File: src/rtl/platform_field.sv
// platform_field: scrolling platform set with LFSR respawn and registered per-pixel hit flag
module platform_field (
    input  logic       i_clk,
    input  logic       i_reset,
    input  logic       i_frame_clk,
    input  logic [9:0] i_ball_y,
    input  logic [9:0] i_draw_x,
    input  logic [9:0] i_draw_y,
    output logic       o_plat_on,
    output logic [9:0] o_scroll_amt,
    output logic       o_busy,
    output logic [15:0] o_score
);
    localparam int         NUM_PLAT    = 8;
    localparam logic [9:0] PLAT_W      = 10'd40;
    localparam logic [9:0] PLAT_H      = 10'd8;
    localparam logic [9:0] SCREEN_H    = 10'd480;
    localparam logic [9:0] SCROLL_LINE = 10'd160;
    localparam logic [9:0] MAX_SCROLL  = 10'd8;
    localparam int         SPACING     = 60;
    localparam int         INIT_X0     = 40;
    localparam int         INIT_DX     = 72;
    localparam logic [9:0] LFSR_SEED   = 10'h2A5;

    typedef enum logic [1:0] {S_IDLE, S_CALC, S_UPDATE} state_t;

    state_t      r_state;
    state_t      w_next;
    logic [2:0]  r_idx;
    logic [2:0]  r_sync;
    logic [9:0]  r_lfsr;
    logic [9:0]  r_y [NUM_PLAT];
    logic [9:0]  r_x [NUM_PLAT];
    logic [9:0]  r_scroll;
    logic [15:0] r_score;
    logic        r_plat_on;
    logic        w_event;
    logic        w_hit;
    logic        w_wrap;
    logic [9:0]  w_ny;
    logic [9:0]  w_new_x;
    logic [9:0]  w_scroll;

    assign o_plat_on    = r_plat_on;
    assign o_scroll_amt = r_scroll;
    assign o_score      = r_score;

    // Frame edge, scroll amount and the candidate position of the platform under update
    always_comb begin
        w_event  = r_sync[1] & ~r_sync[2];
        w_scroll = (i_ball_y < SCROLL_LINE) ?
                   ((SCROLL_LINE - i_ball_y > MAX_SCROLL) ? MAX_SCROLL : SCROLL_LINE - i_ball_y) : 10'd0;
        w_ny     = r_y[r_idx] + r_scroll;
        w_wrap   = w_ny >= SCREEN_H;
        w_new_x  = {1'b0, r_lfsr[8:0]} + (r_lfsr[9] ? 10'd64 : 10'd0);
    end

    // Next-state and busy decode; frame events outside IDLE are dropped
    always_comb begin
        w_next = r_state;
        o_busy = r_state != S_IDLE;
        w_next = (r_state == S_IDLE)   ? (w_event ? S_CALC : S_IDLE) :
                 (r_state == S_CALC)   ? S_UPDATE :
                 (r_idx == 3'(NUM_PLAT - 1)) ? S_IDLE : S_UPDATE;
    end

    // Pixel hit test in 11 bits so x+PLAT_W and y+PLAT_H never wrap
    always_comb begin
        w_hit = 1'b0;
        for (int i = 0; i < NUM_PLAT; i++)
            w_hit = w_hit |
                    (({1'b0, i_draw_x} >= {1'b0, r_x[i]}) && ({1'b0, i_draw_x} < {1'b0, r_x[i]} + {1'b0, PLAT_W}) &&
                     ({1'b0, i_draw_y} >= {1'b0, r_y[i]}) && ({1'b0, i_draw_y} < {1'b0, r_y[i]} + {1'b0, PLAT_H}));
    end

    // State, synchroniser, LFSR, platform sweep, score and registered hit flag
    always_ff @(posedge i_clk) begin
        if (i_reset) begin
            r_state   <= S_IDLE;
            r_idx     <= 3'd0;
            r_sync    <= 3'b000;
            r_lfsr    <= LFSR_SEED;
            r_scroll  <= 10'd0;
            r_score   <= 16'd0;
            r_plat_on <= 1'b0;
            for (int i = 0; i < NUM_PLAT; i++) begin
                r_y[i] <= 10'(i * SPACING);
                r_x[i] <= 10'(INIT_X0 + i * INIT_DX);
            end
        end else begin
            r_state   <= w_next;
            r_sync    <= {r_sync[1:0], i_frame_clk};
            r_lfsr    <= {r_lfsr[8:0], r_lfsr[9] ^ r_lfsr[6]};
            r_plat_on <= w_hit;
            if (r_state == S_CALC) begin
                r_scroll <= w_scroll;
                r_idx    <= 3'd0;
            end
            if (r_state == S_UPDATE) begin
                r_idx <= r_idx + 3'd1;
                if (w_wrap) begin
                    r_y[r_idx] <= w_ny - SCREEN_H;
                    r_x[r_idx] <= w_new_x;
                    if (r_score != 16'hFFFF)
                        r_score <= r_score + 16'd1;
                end else begin
                    r_y[r_idx] <= w_ny;
                end
            end
        end
    end
endmodule
File: config.mk
export PLATFORM = sky130hd
export DESIGN_NAME = platform_field
export DESIGN_NICKNAME = d
export VERILOG_FILES = /design/src/rtl/platform_field.sv
export SDC_FILE = /design/constraint.sdc
export NUM_CORES = 1
export LEC_CHECK = 0
export ABC_AREA = 1
export CORE_MARGIN = 2
export CORE_UTILIZATION = 60
export CTS_CLUSTER_SIZE = 28
export DETAILED_ROUTE_END_ITERATION = 10
export PLACE_DENSITY = 0.75
export SETUP_SLACK_MARGIN = 0.3
export SLEW_MARGIN = 0
export SYNTH_ARGS = -nofsm -noshare
export SYNTH_HDL_FRONTEND = slang
export SYNTH_SLANG_ARGS = --single-unit
File: constraint.sdc
create_clock -name i_clk -period 3.9 [get_ports i_clk]
set_input_delay 0.975 -clock i_clk [delete_from_list [all_inputs] [get_ports i_clk]]
set_output_delay 0.975 -clock i_clk [all_outputs]
set_load 0.03 [all_outputs]
==> flow_summary.json, run 1 <==
{
  "cts_buffers": 24,
  "critPathMaxStageDelay_ps": 390,
  "root_buffer": "clkbuf_16",
  "clkLatencyLatePin_ps": 530,
  "drv_slew": 0,
  "final-hold-violation-count": 0,
  "core_area_sq_um": 29720,
  "p_comb_share_pct": 19.7,
  "die_x_um": 178.0,
  "synth.cell_area_sq_um": 18160,
  "num_rows": 63,
  "start_util_pct": 61.10,
  "drt_iter0_markers": 1197,
  "fmax_mhz": 292.6,
  "min_path_type": "register to register",
  "grt-ovfl-total": 0,
  "pin_count": 61,
  "p_clk_share_pct": 38.0,
  "grt_pass1_wl_um": 77780,
  "dpl.hpwl_um": 37810,
  "die_h_um": 178.0,
  "p_per_area_nw_per_um2": 286.4,
  "antenna_found_initial": 0,
  "die_area_sq_um": 31670,
  "cp.arrival_ps": 3680,
  "yosys_warnings": 0,
  "r2r-end": "r_x[2][4]",
  "final_nets": 2833,
  "drc": 0,
  "fin_crit_sh_pct": 87.64,
  "r2r_slack_ps": 480,
  "synth_nets": 2719,
  "wl_per_cell_um": 17.07,
  "cp_data_required_time_ps": 4170,
  "power_frac_seq_pct": 42.3,
  "cts_max_path_buffers": 3,
  "hold_end": "r_state[0]",
  "cp_cell_sequence": "buf_6 > buf_4 > nand2_1 > a221oi_1 > a31oi_1 > ha_1 > nand2_1 > inv_1 > a21oi_1 > nand2_1 > nand2_1 > nand2_1 > inv_2 > nand3_4 > nand2_8 > buf_4 > nand2_1 > buf_4 > inv_1 > nand2_1",
  "switchingPower_mw": 1.697,
  "synthCells": 2377,
  "grt_pass1_vias": 15500,
  "diodes": 0,
  "cp_top_family": "buffers and inverters",
  "rr_worst_depth": 20,
  "avgSynthCellArea_sq_um": 7.639,
  "fin_skew_ps": 13.35,
  "viasPerCell": 5.588,
  "vdd_ir_drop_max_mv": 0.3411,
  "cts_tree": "done",
  "finalSetupTns_ps": 0,
  "drv_cap": 0,
  "areaGrowthSynthToFinish_pct": 12.55,
  "drive_gt1_share_pct": 5.181,
  "crit_path_frequent_cell": "nand2_1",
  "fin_area_sq_um": 20440,
  "holdPathStages": 1,
  "p_int_mw": 4.157,
  "holdBufCountCts": 0,
  "synth-seq-area-share_pct": 31.75,
  "start_kind": "register",
  "worst-path-max-fanout": 17,
  "clk_pin_slew_ps": 60,
  "cts.sinks": 208,
  "outcome": "complete, no violations",
  "worstMarginPinSlew_ps": 813.0,
  "grt_max_degree": 37,
  "min_from": "r_sync[2]",
  "path_buf_inv": 7,
  "h-tree-depth": 1,
  "ant_nets": 0,
  "layout_min_cycle_time_ps": 3418,
  "dr.pass1.iters": 7,
  "finalSetupViolations": 0,
  "io_buffers": 60,
  "synth_seq_cells": 208,
  "rsz0062_at_grt": "no",
  "max_slew_margin_pct": 45.64,
  "ys_types": 45,
  "drt_wl_total_um": 49490,
  "placed_cell_area_sq_um": 19510,
  "total_leakage_power_nw": 10.14,
  "slowest_stage": "a221oi_1",
  "crit_type": "register to register",
  "dr_total_vias": 16200,
  "grt_usage_pct": 31.39,
  "gp_congestion": 0.9393,
  "setup.worst_path.end_class": "register",
  "p_sw_share_pct": 28.98
}
## power by group through the flow
stage          registers [mW]  clock network (mW)  logic (mW)
4_1_cts                  2.47                2.23        1.12
3_3_place_gp             2.52                   0        1.07
6_report                 2.47                2.23        1.15
2_1_floorplan            2.51                   0       0.703
3_5_place_dp             2.52                   0        1.11
5_1_grt                  2.48                2.31        1.29
## state kept, by name, indices dropped and copies added (netlist names), named ones only
signal        flops
r_idx             3
r_state           2
r_x              80
o_scroll_amt     10
r_sync            3
r_lfsr           10
o_plat_on         1
o_score          16
r_y              80
## routing by layer
metal | routed length, um | global-route usage, % | vias to the layer above
li1 | - | - | 8067
met1 | 20320 | 38.23 | 7478
met2 | 23880 | 56.36 | 515
met3 | 3124 | 4.027 | 140
met4 | 2168 | 11.78 | 0
met5 | 0 | 0 | -
## area by class of cell
class	count	area, sq um
clock buffers	32	651.9
clock inverters	12	123.9
inverters	372	1406
repair buffers	112	1027
flip-flops and latches	208	5767
fillers	2496	9280
multi-input cells	1773	10970
well taps	390	488.0
## what timing repair did
item | CTS | global route
pin swaps | 0 | 6
resized for setup | 5 | 22
buffers inserted | 0 | 3
setup endpoints to repair | 45 | 179
cloned | 1 | 0
## logic make-up (layout without fill, tap and decap cells)
logic type,after synthesis,after routing,synth area share (%)
xor+xnor,105,105,5.106
fa+ha+maj,309,309,21.33
flops,208,208,31.75
compound gates,251,251,7.917
simple gates,1107,1108,25.58
buf+inv,397,528,8.317
## synthesized netlist by cell type (all sizes together)
cell type	number	area [sq um]
and3	3	18.77
buf	7	46.29
edfxtp	160	4805
ha	308	3854
dfxtp	48	960.9
nand3b	14	108.9
nand2	568	2160
o211a	1	10.01
a31oi	9	56.30
nand4	46	287.8
nor3b	10	75.07
a211oi	3	22.52
o21a	7	52.55
o2111ai	2	17.52
xor2	87	769.5
a21oi	129	645.6
inv	364	1366
xnor2	18	157.7
o21bai	12	90.09
clkinv	8	30.03
o21ai	52	264.0
or2	3	18.77
nand3	126	648.1
fa	1	20.02
nor3	28	145.1
nor4	4	25.02
nor2	305	1157
clkbuf	18	67.56
a221oi	8	70.07
o22ai	1	6.260
a21o	27	202.7
## placed cells by master (no fill, tap or decap), types with 9 or more instances in the layout
cell	n
xor2_1	86
nand3_1	124
inv_1	354
nand4_1	46
nor3b_1	10
o21ai_0	50
edfxtp_1	160
o21bai_1	12
nor2_1	302
buf_4	48
xnor2_1	18
clkdlybuf4s50_1	60
nand2_2	12
a21o_1	27
a31oi_1	9
clkinv_1	10
dfxtp_1	47
nand2_1	554
nand3b_1	13
clkbuf_16	25
ha_1	307
nor3_1	27
a21oi_1	128
## worst max path at each step
stage | endpoint | slack, ps | depth (start not counted)
detailed placement | r_x[0][4] | 210 | 17
finish | r_x[2][4] | 480 | 20
floorplan | r_x[7][0] | 470 | 18
global placement | o_score[1] | 320 | 20
global route | r_x[2][4] | 300 | 20
CTS | o_score[0] | 300 | 20
## stage by stage
step	power (mW)	utilization [%]	std cells	hold WS (ps)	worst slack (ps)
after global routing	6.079	68.77	2899	417.0	300.1
after detailed placement	3.631	65.66	2851	387.7	205.6
after CTS	5.822	68.39	2896	396.2	302.2
after floorplan	3.214	-	2377	373.4	470.5
final	5.854	68.77	2899	389.8	481.9
after global placement	3.586	65.66	2851	376.5	316.5
Power figures use the tool's default switching activity.
==> run 2, diff against run 1 <==
--- a/config.mk
+++ b/config.mk
@@ -7,12 +7,13 @@
 export LEC_CHECK = 0
 export ABC_AREA = 1
 export CORE_MARGIN = 2
-export CORE_UTILIZATION = 60
+export CORE_UTILIZATION = 45
+export CTS_BUF_LIST = sky130_fd_sc_hd__clkbuf_8
 export CTS_CLUSTER_SIZE = 28
 export DETAILED_ROUTE_END_ITERATION = 10
-export PLACE_DENSITY = 0.75
+export PLACE_DENSITY = 0.59
 export SETUP_SLACK_MARGIN = 0.3
-export SLEW_MARGIN = 0
+export SLEW_MARGIN = 10
 export SYNTH_ARGS = -nofsm -noshare
 export SYNTH_HDL_FRONTEND = slang
 export SYNTH_SLANG_ARGS = --single-unit
==> flow_summary.json, run 2 (synthesized netlist as in run 1, its figures left out) <==
{
  "met1_length_um": 23380,
  "cp_cell_sequence": "nand2_1 > o21ai_0 > a221oi_2 > buf_4 > a31oi_2 > ha_1 > nand2_1 > nand2_1 > a21oi_1 > nand2_1 > nand2_1 > nand2_1 > inv_2 > nand3_2 > nand2_4 > buf_4 > buf_8 > nand3_2 > nand2_1 > nand2_1 > nor2_1",
  "rr_startpoint": "r_y[5][4]",
  "p_sw_share_pct": 30.82,
  "min_from": "r_sync[2]",
  "fin_area_sq_um": 20670,
  "multiInputGateArea_sq_um": 10980,
  "start_util_pct": 45.60,
  "clkLatencyLatePin_ps": 570,
  "worstMarginPinSlew_ps": 841.7,
  "drv_slew": 0,
  "wl_per_cell_um": 17.16,
  "layout_min_cycle_time_ps": 3412,
  "power_frac_seq_pct": 43.3,
  "worst-path-max-fanout": 18,
  "drive_gt1_share_pct": 6.588,
  "cp.arrival_ps": 3910,
  "p_int_mw": 3.961,
  "drt_iter0_markers": 989,
  "max_slew_margin_pct": 43.72,
  "cp_top_family": "simple AND/OR/NAND/NOR gates",
  "r2r_slack_ps": 490,
  "num_rows": 73,
  "p_comb_share_pct": 20.5,
  "slowest_stage": "edfxtp_1",
  "p_clk_share_pct": 36.2,
  "crit_type": "register to register",
  "core_area_sq_um": 39820,
  "start_kind": "register",
  "dr.pass1.iters": 8,
  "fmax_mhz": 293.0,
  "diodes": 0,
  "root_buffer": "clkbuf_8",
  "outcome": "complete, no violations",
  "grt_pass1_vias": 15370,
  "die_x_um": 204.9,
  "finalSetupTns_ps": 0,
  "die_area_sq_um": 41980,
  "fillers": 3928,
  "areaGrowthSynthToFinish_pct": 13.85,
  "mostFrequentLayoutCells": "552 x nand2_1, 367 x inv_1, 308 x ha_1",
  "total_leakage_power_nw": 10.27,
  "grt_max_degree": 37,
  "critPathMaxStageDelay_ps": 490,
  "setup.worst_path.end_class": "register",
  "grt_pass1_wl_um": 82240,
  "drc": 0,
  "fin_crit_sh_pct": 87.50,
  "io_buffers": 60,
  "dpl.hpwl_um": 39490,
  "final-hold-violation-count": 0,
  "path_buf_inv": 4,
  "grt-ovfl-total": 0,
  "final_nets": 2863,
  "viasPerCell": 5.204,
  "wl_met2_um": 25630,
  "dr_total_vias": 16000,
  "final_common_cell": "nand2_1",
  "h-tree-depth": 2,
  "vdd_ir_drop_max_mv": 0.2100,
  "ff_latch_area_sq_um": 5766,
  "rsz0062_at_grt": "yes",
  "cp_data_required_time_ps": 4400,
  "cts_buffers": 40,
  "grt_usage_pct": 25.36,
  "cts_tree": "done",
  "antenna_found_initial": 0,
  "die_h_um": 204.9,
  "ant_nets": 0,
  "min_path_type": "register to register",
  "holdBufCountCts": 0,
  "clk_pin_slew_ps": 60,
  "crit_path_frequent_cell": "nand2_1",
  "pin_count": 61,
  "highest_layer": "met4",
  "finalSetupViolations": 0,
  "fin_skew_ps": 22.87,
  "gp_congestion": 0.9088,
  "wl_met3_um": 2396,
  "cts_max_path_buffers": 3,
  "switchingPower_mw": 1.765,
  "p_per_area_nw_per_um2": 277.0,
  "drt_wl_total_um": 52770,
  "drv_cap": 0,
  "placed_cell_area_sq_um": 19770,
  "cts.sinks": 208,
  "crit_start": "r_y[5][4]"
}
[run 2: changes by cell type in the layout (fill, tap and decap cells not counted), sizes merged, moves of 2 or more]
| cell | change |
|---|---|
| clkinvlp | -2 |
| clkinv | +2 |
| clkbuf | +12 |
| inv | +16 |
| buf | +13 |
[run 2: path summary, 6_finish.rpt]
path,end,cells past startpoint
worst max register to register,o_score[1],21
worst max-delay path,o_score[1],21
worst min-delay path,r_state[0],1
worst min register to register,r_state[0],1
[run 2: worst register-to-register path, cell delays in order (launching register included)]
cell and delay, ps:
edfxtp_1 490, nand2_1 100, o21ai_0 100, a221oi_2 330, buf_4 170, a31oi_2 40
ha_1 380, nand2_1 100, nand2_1 90, a21oi_1 190, nand2_1 80, nand2_1 60
nand2_1 90, inv_2 100, nand3_2 120, nand2_4 160, buf_4 180, buf_8 180
nand3_2 150, nand2_1 120, nand2_1 50, nor2_1 90
[run 2: power by group through the flow]
stage          combinational [mW]  clock, mW  sequential, mW
6_report                     1.17       2.07            2.48
5_1_grt                      1.32       2.20            2.48
4_1_cts                      1.15       2.11            2.48
3_5_place_dp                 1.14          0            2.52
3_3_place_gp                 1.11          0            2.52
2_1_floorplan               0.703          0            2.51
[run 2: layer usage]
metal / vias to the layer above / GRT usage (%)
li1: 8108 / -
met1: 7464 / 32.37
met2: 349 / 44.86
met3: 81 / 3.341
met4: 0 / 6.912
met5: - / 0
[run 2: layout make-up]
type | instances | share of cell area (%)
sequential | 208 | 27.89
clock buffer | 44 | 2.929
clock inverter | 27 | 0.7081
multi-input combinational | 1774 | 53.09
inverter | 372 | 6.784
tap | 525 | 3.177
timing repair buffer | 125 | 5.423
[run 2: timing repair]
action	4_1_cts	5_1_grt
buffers inserted	0	4
endpoints found under the hold margin	0	0
setup endpoints to repair	7	150
pin swaps	0	4
gates resized for setup	1	23
cloned	0	2
[run 2: stage by stage]
step	hold WS, ps	setup slack [ps]	power (mW)	util (%)	cells
after floorplan	373.4	470.5	3.214	-	2377
after global placement	380.7	292.1	3.634	49.65	2998
after detailed placement	396.0	243.7	3.665	49.65	2998
after CTS	403.6	340.8	5.741	51.56	3069
after global routing	412.9	251.0	6.006	51.91	3075
final	396.0	487.5	5.726	51.91	3075
==> run 3, diff against run 2 <==
--- a/config.mk
+++ b/config.mk
@@ -13,7 +13,7 @@
 export DETAILED_ROUTE_END_ITERATION = 10
 export PLACE_DENSITY = 0.59
 export SETUP_SLACK_MARGIN = 0.3
-export SLEW_MARGIN = 10
+export SLEW_MARGIN = 40
 export SYNTH_ARGS = -nofsm -noshare
 export SYNTH_HDL_FRONTEND = slang
 export SYNTH_SLANG_ARGS = --single-unit
==> constraint.sdc (replaced) <==
create_clock -name i_clk -period 4.1 [get_ports i_clk]
set_input_delay 1.025 -clock i_clk [delete_from_list [all_inputs] [get_ports i_clk]]
set_output_delay 1.025 -clock i_clk [all_outputs]
set_load 0.005 [all_outputs]
==> flow_summary.json, run 3 (synthesized netlist as in run 1, its figures left out) <==
{
  "max_slew_margin_pct": 48.15,
  "root_buffer": "clkbuf_8",
  "setup.worst_path.end_class": "register",
  "outcome": "complete, no violations",
  "areaGrowthSynthToFinish_pct": 13.39,
  "drv_slew": 0,
  "p_int_mw": 3.778,
  "drt_iter0_markers": 985,
  "cts_tree": "done",
  "switchingPower_mw": 1.641,
  "r2r-end": "r_x[6][7]",
  "diodes": 0,
  "mostFrequentLayoutCells": "554 x nand2_1, 370 x inv_1, 308 x ha_1",
  "drc": 0,
  "fin_skew_ps": 21.08,
  "ff_latch_area_sq_um": 5766,
  "power_frac_seq_pct": 43.5,
  "drive_gt1_share_pct": 5.781,
  "clkLatencyLatePin_ps": 550,
  "num_rows": 73,
  "worstMarginPinSlew_ps": 775.6,
  "pin_count": 61,
  "r2r_slack_ps": 550,
  "antenna_found_initial": 0,
  "dr.pass1.iters": 7,
  "start_kind": "register",
  "total_leakage_power_nw": 10.24,
  "fin_crit_sh_pct": 86.48,
  "start_util_pct": 45.60,
  "drt_wl_total_um": 52450,
  "core_area_sq_um": 39820,
  "die_area_sq_um": 41980,
  "post_cts_buffers": 0,
  "final_nets": 2856,
  "ant_nets": 0,
  "grt_pass1_vias": 15290,
  "holdBufCountCts": 0,
  "p_comb_share_pct": 20.2,
  "crit_type": "register to register",
  "multiInputGateArea_sq_um": 10910,
  "p_clk_share_pct": 36.3,
  "cts_max_path_buffers": 3,
  "dr_total_vias": 15970,
  "wl_per_cell_um": 17.10,
  "worst-path-max-fanout": 48,
  "drv_cap": 0,
  "cp.arrival_ps": 3810,
  "fmax_mhz": 282.0,
  "rsz0062_at_grt": "no",
  "p_sw_share_pct": 30.28,
  "grt_pass1_wl_um": 81900,
  "fillers": 3927,
  "cts_buffers": 38,
  "cp_data_required_time_ps": 4360,
  "layout_min_cycle_time_ps": 3546,
  "cts.sinks": 208,
  "timing.critical_path.to": "r_x[6][7]",
  "min_path_type": "register to register",
  "post-route-util_pct": 51.71,
  "placed_cell_area_sq_um": 19820,
  "finalSetupViolations": 0,
  "viasPerCell": 5.205,
  "vdd_ir_drop_max_mv": 0.3452,
  "fin_area_sq_um": 20590,
  "final-hold-violation-count": 0,
  "p_per_area_nw_per_um2": 263.2,
  "cts_resized": 0,
  "die_h_um": 204.9,
  "final_common_cell": "nand2_1",
  "finalSetupTns_ps": 0,
  "io_buffers": 60,
  "dpl.hpwl_um": 39600,
  "rr_worst_depth": 19,
  "h-tree-depth": 2,
  "grt_usage_pct": 25.30,
  "grt-ovfl-total": 0,
  "die_x_um": 204.9,
  "gp_congestion": 0.9165,
  "grt_max_degree": 49,
  "clk_pin_slew_ps": 70
}
## run 3: worst min path at each step
stage	from	to	slack (ps)	cells after the start
5_1_grt	r_sync[0]	r_sync[1]	420	2
4_1_cts	r_sync[2]	r_state[0]	390	1
2_1_floorplan	r_sync[2]	r_state[0]	370	1
3_5_place_dp	r_sync[2]	r_state[0]	380	1
6_report	r_sync[2]	r_state[0]	390	1
3_3_place_gp	r_sync[2]	r_state[0]	380	1
## run 3: area by class of cell
type	instances	share of cell area [%]
multi-input cells	1772	52.98
flip-flops and latches	208	28.00
inverters	372	6.781
repair buffers	122	5.420
well taps	525	3.190
clock buffers	42	2.807
clock inverters	27	0.8203
## run 3: power by group through the flow
stage | clock network [mW] | registers (mW) | logic [mW]
6_report | 1.97 | 2.36 | 1.10
5_1_grt | 2.11 | 2.36 | 1.24
4_1_cts | 2.00 | 2.36 | 1.09
3_5_place_dp | 0 | 2.40 | 1.09
3_3_place_gp | 0 | 2.40 | 1.06
2_1_floorplan | 0 | 2.38 | 0.667
## run 3: layer usage
layer | vias up | share of wire (%) | track usage, %
met5 | - | 0 | 0
met4 | 0 | 3.4 | 8.505
met3 | 106 | 4.7 | 2.879
met2 | 384 | 48 | 44.79
met1 | 7383 | 44 | 31.90
li1 | 8095 | - | -
## run 3: per-stage QoR
step | hold WS (ps) | setup WS, ps | power, mW | std cells
after floorplan | 373.4 | 670.7 | 3.052 | 2377
after detailed placement | 384.4 | 364.2 | 3.490 | 2999
final | 387.9 | 554.1 | 5.419 | 3068
after global placement | 380.2 | 376.9 | 3.462 | 2999
after CTS | 392.9 | 464.4 | 5.455 | 3068
after global routing | 416.4 | 323.0 | 5.710 | 3068
## run 3: critical path, cell delays in order (launching register included)
cell and delay [ps]:
dfxtp_1 370, buf_12 220, o21ai_0 150, a221oi_1 300, buf_4 170, a31oi_1 50, ha_1 380, nand2_1 130
inv_1 60, a21oi_1 200, nand2_1 80, nand2_1 60, nand2_1 80, inv_2 90, nand3_2 110, nand2_4 160
nand2_1 180, buf_4 240, inv_1 120, nand2_1 80
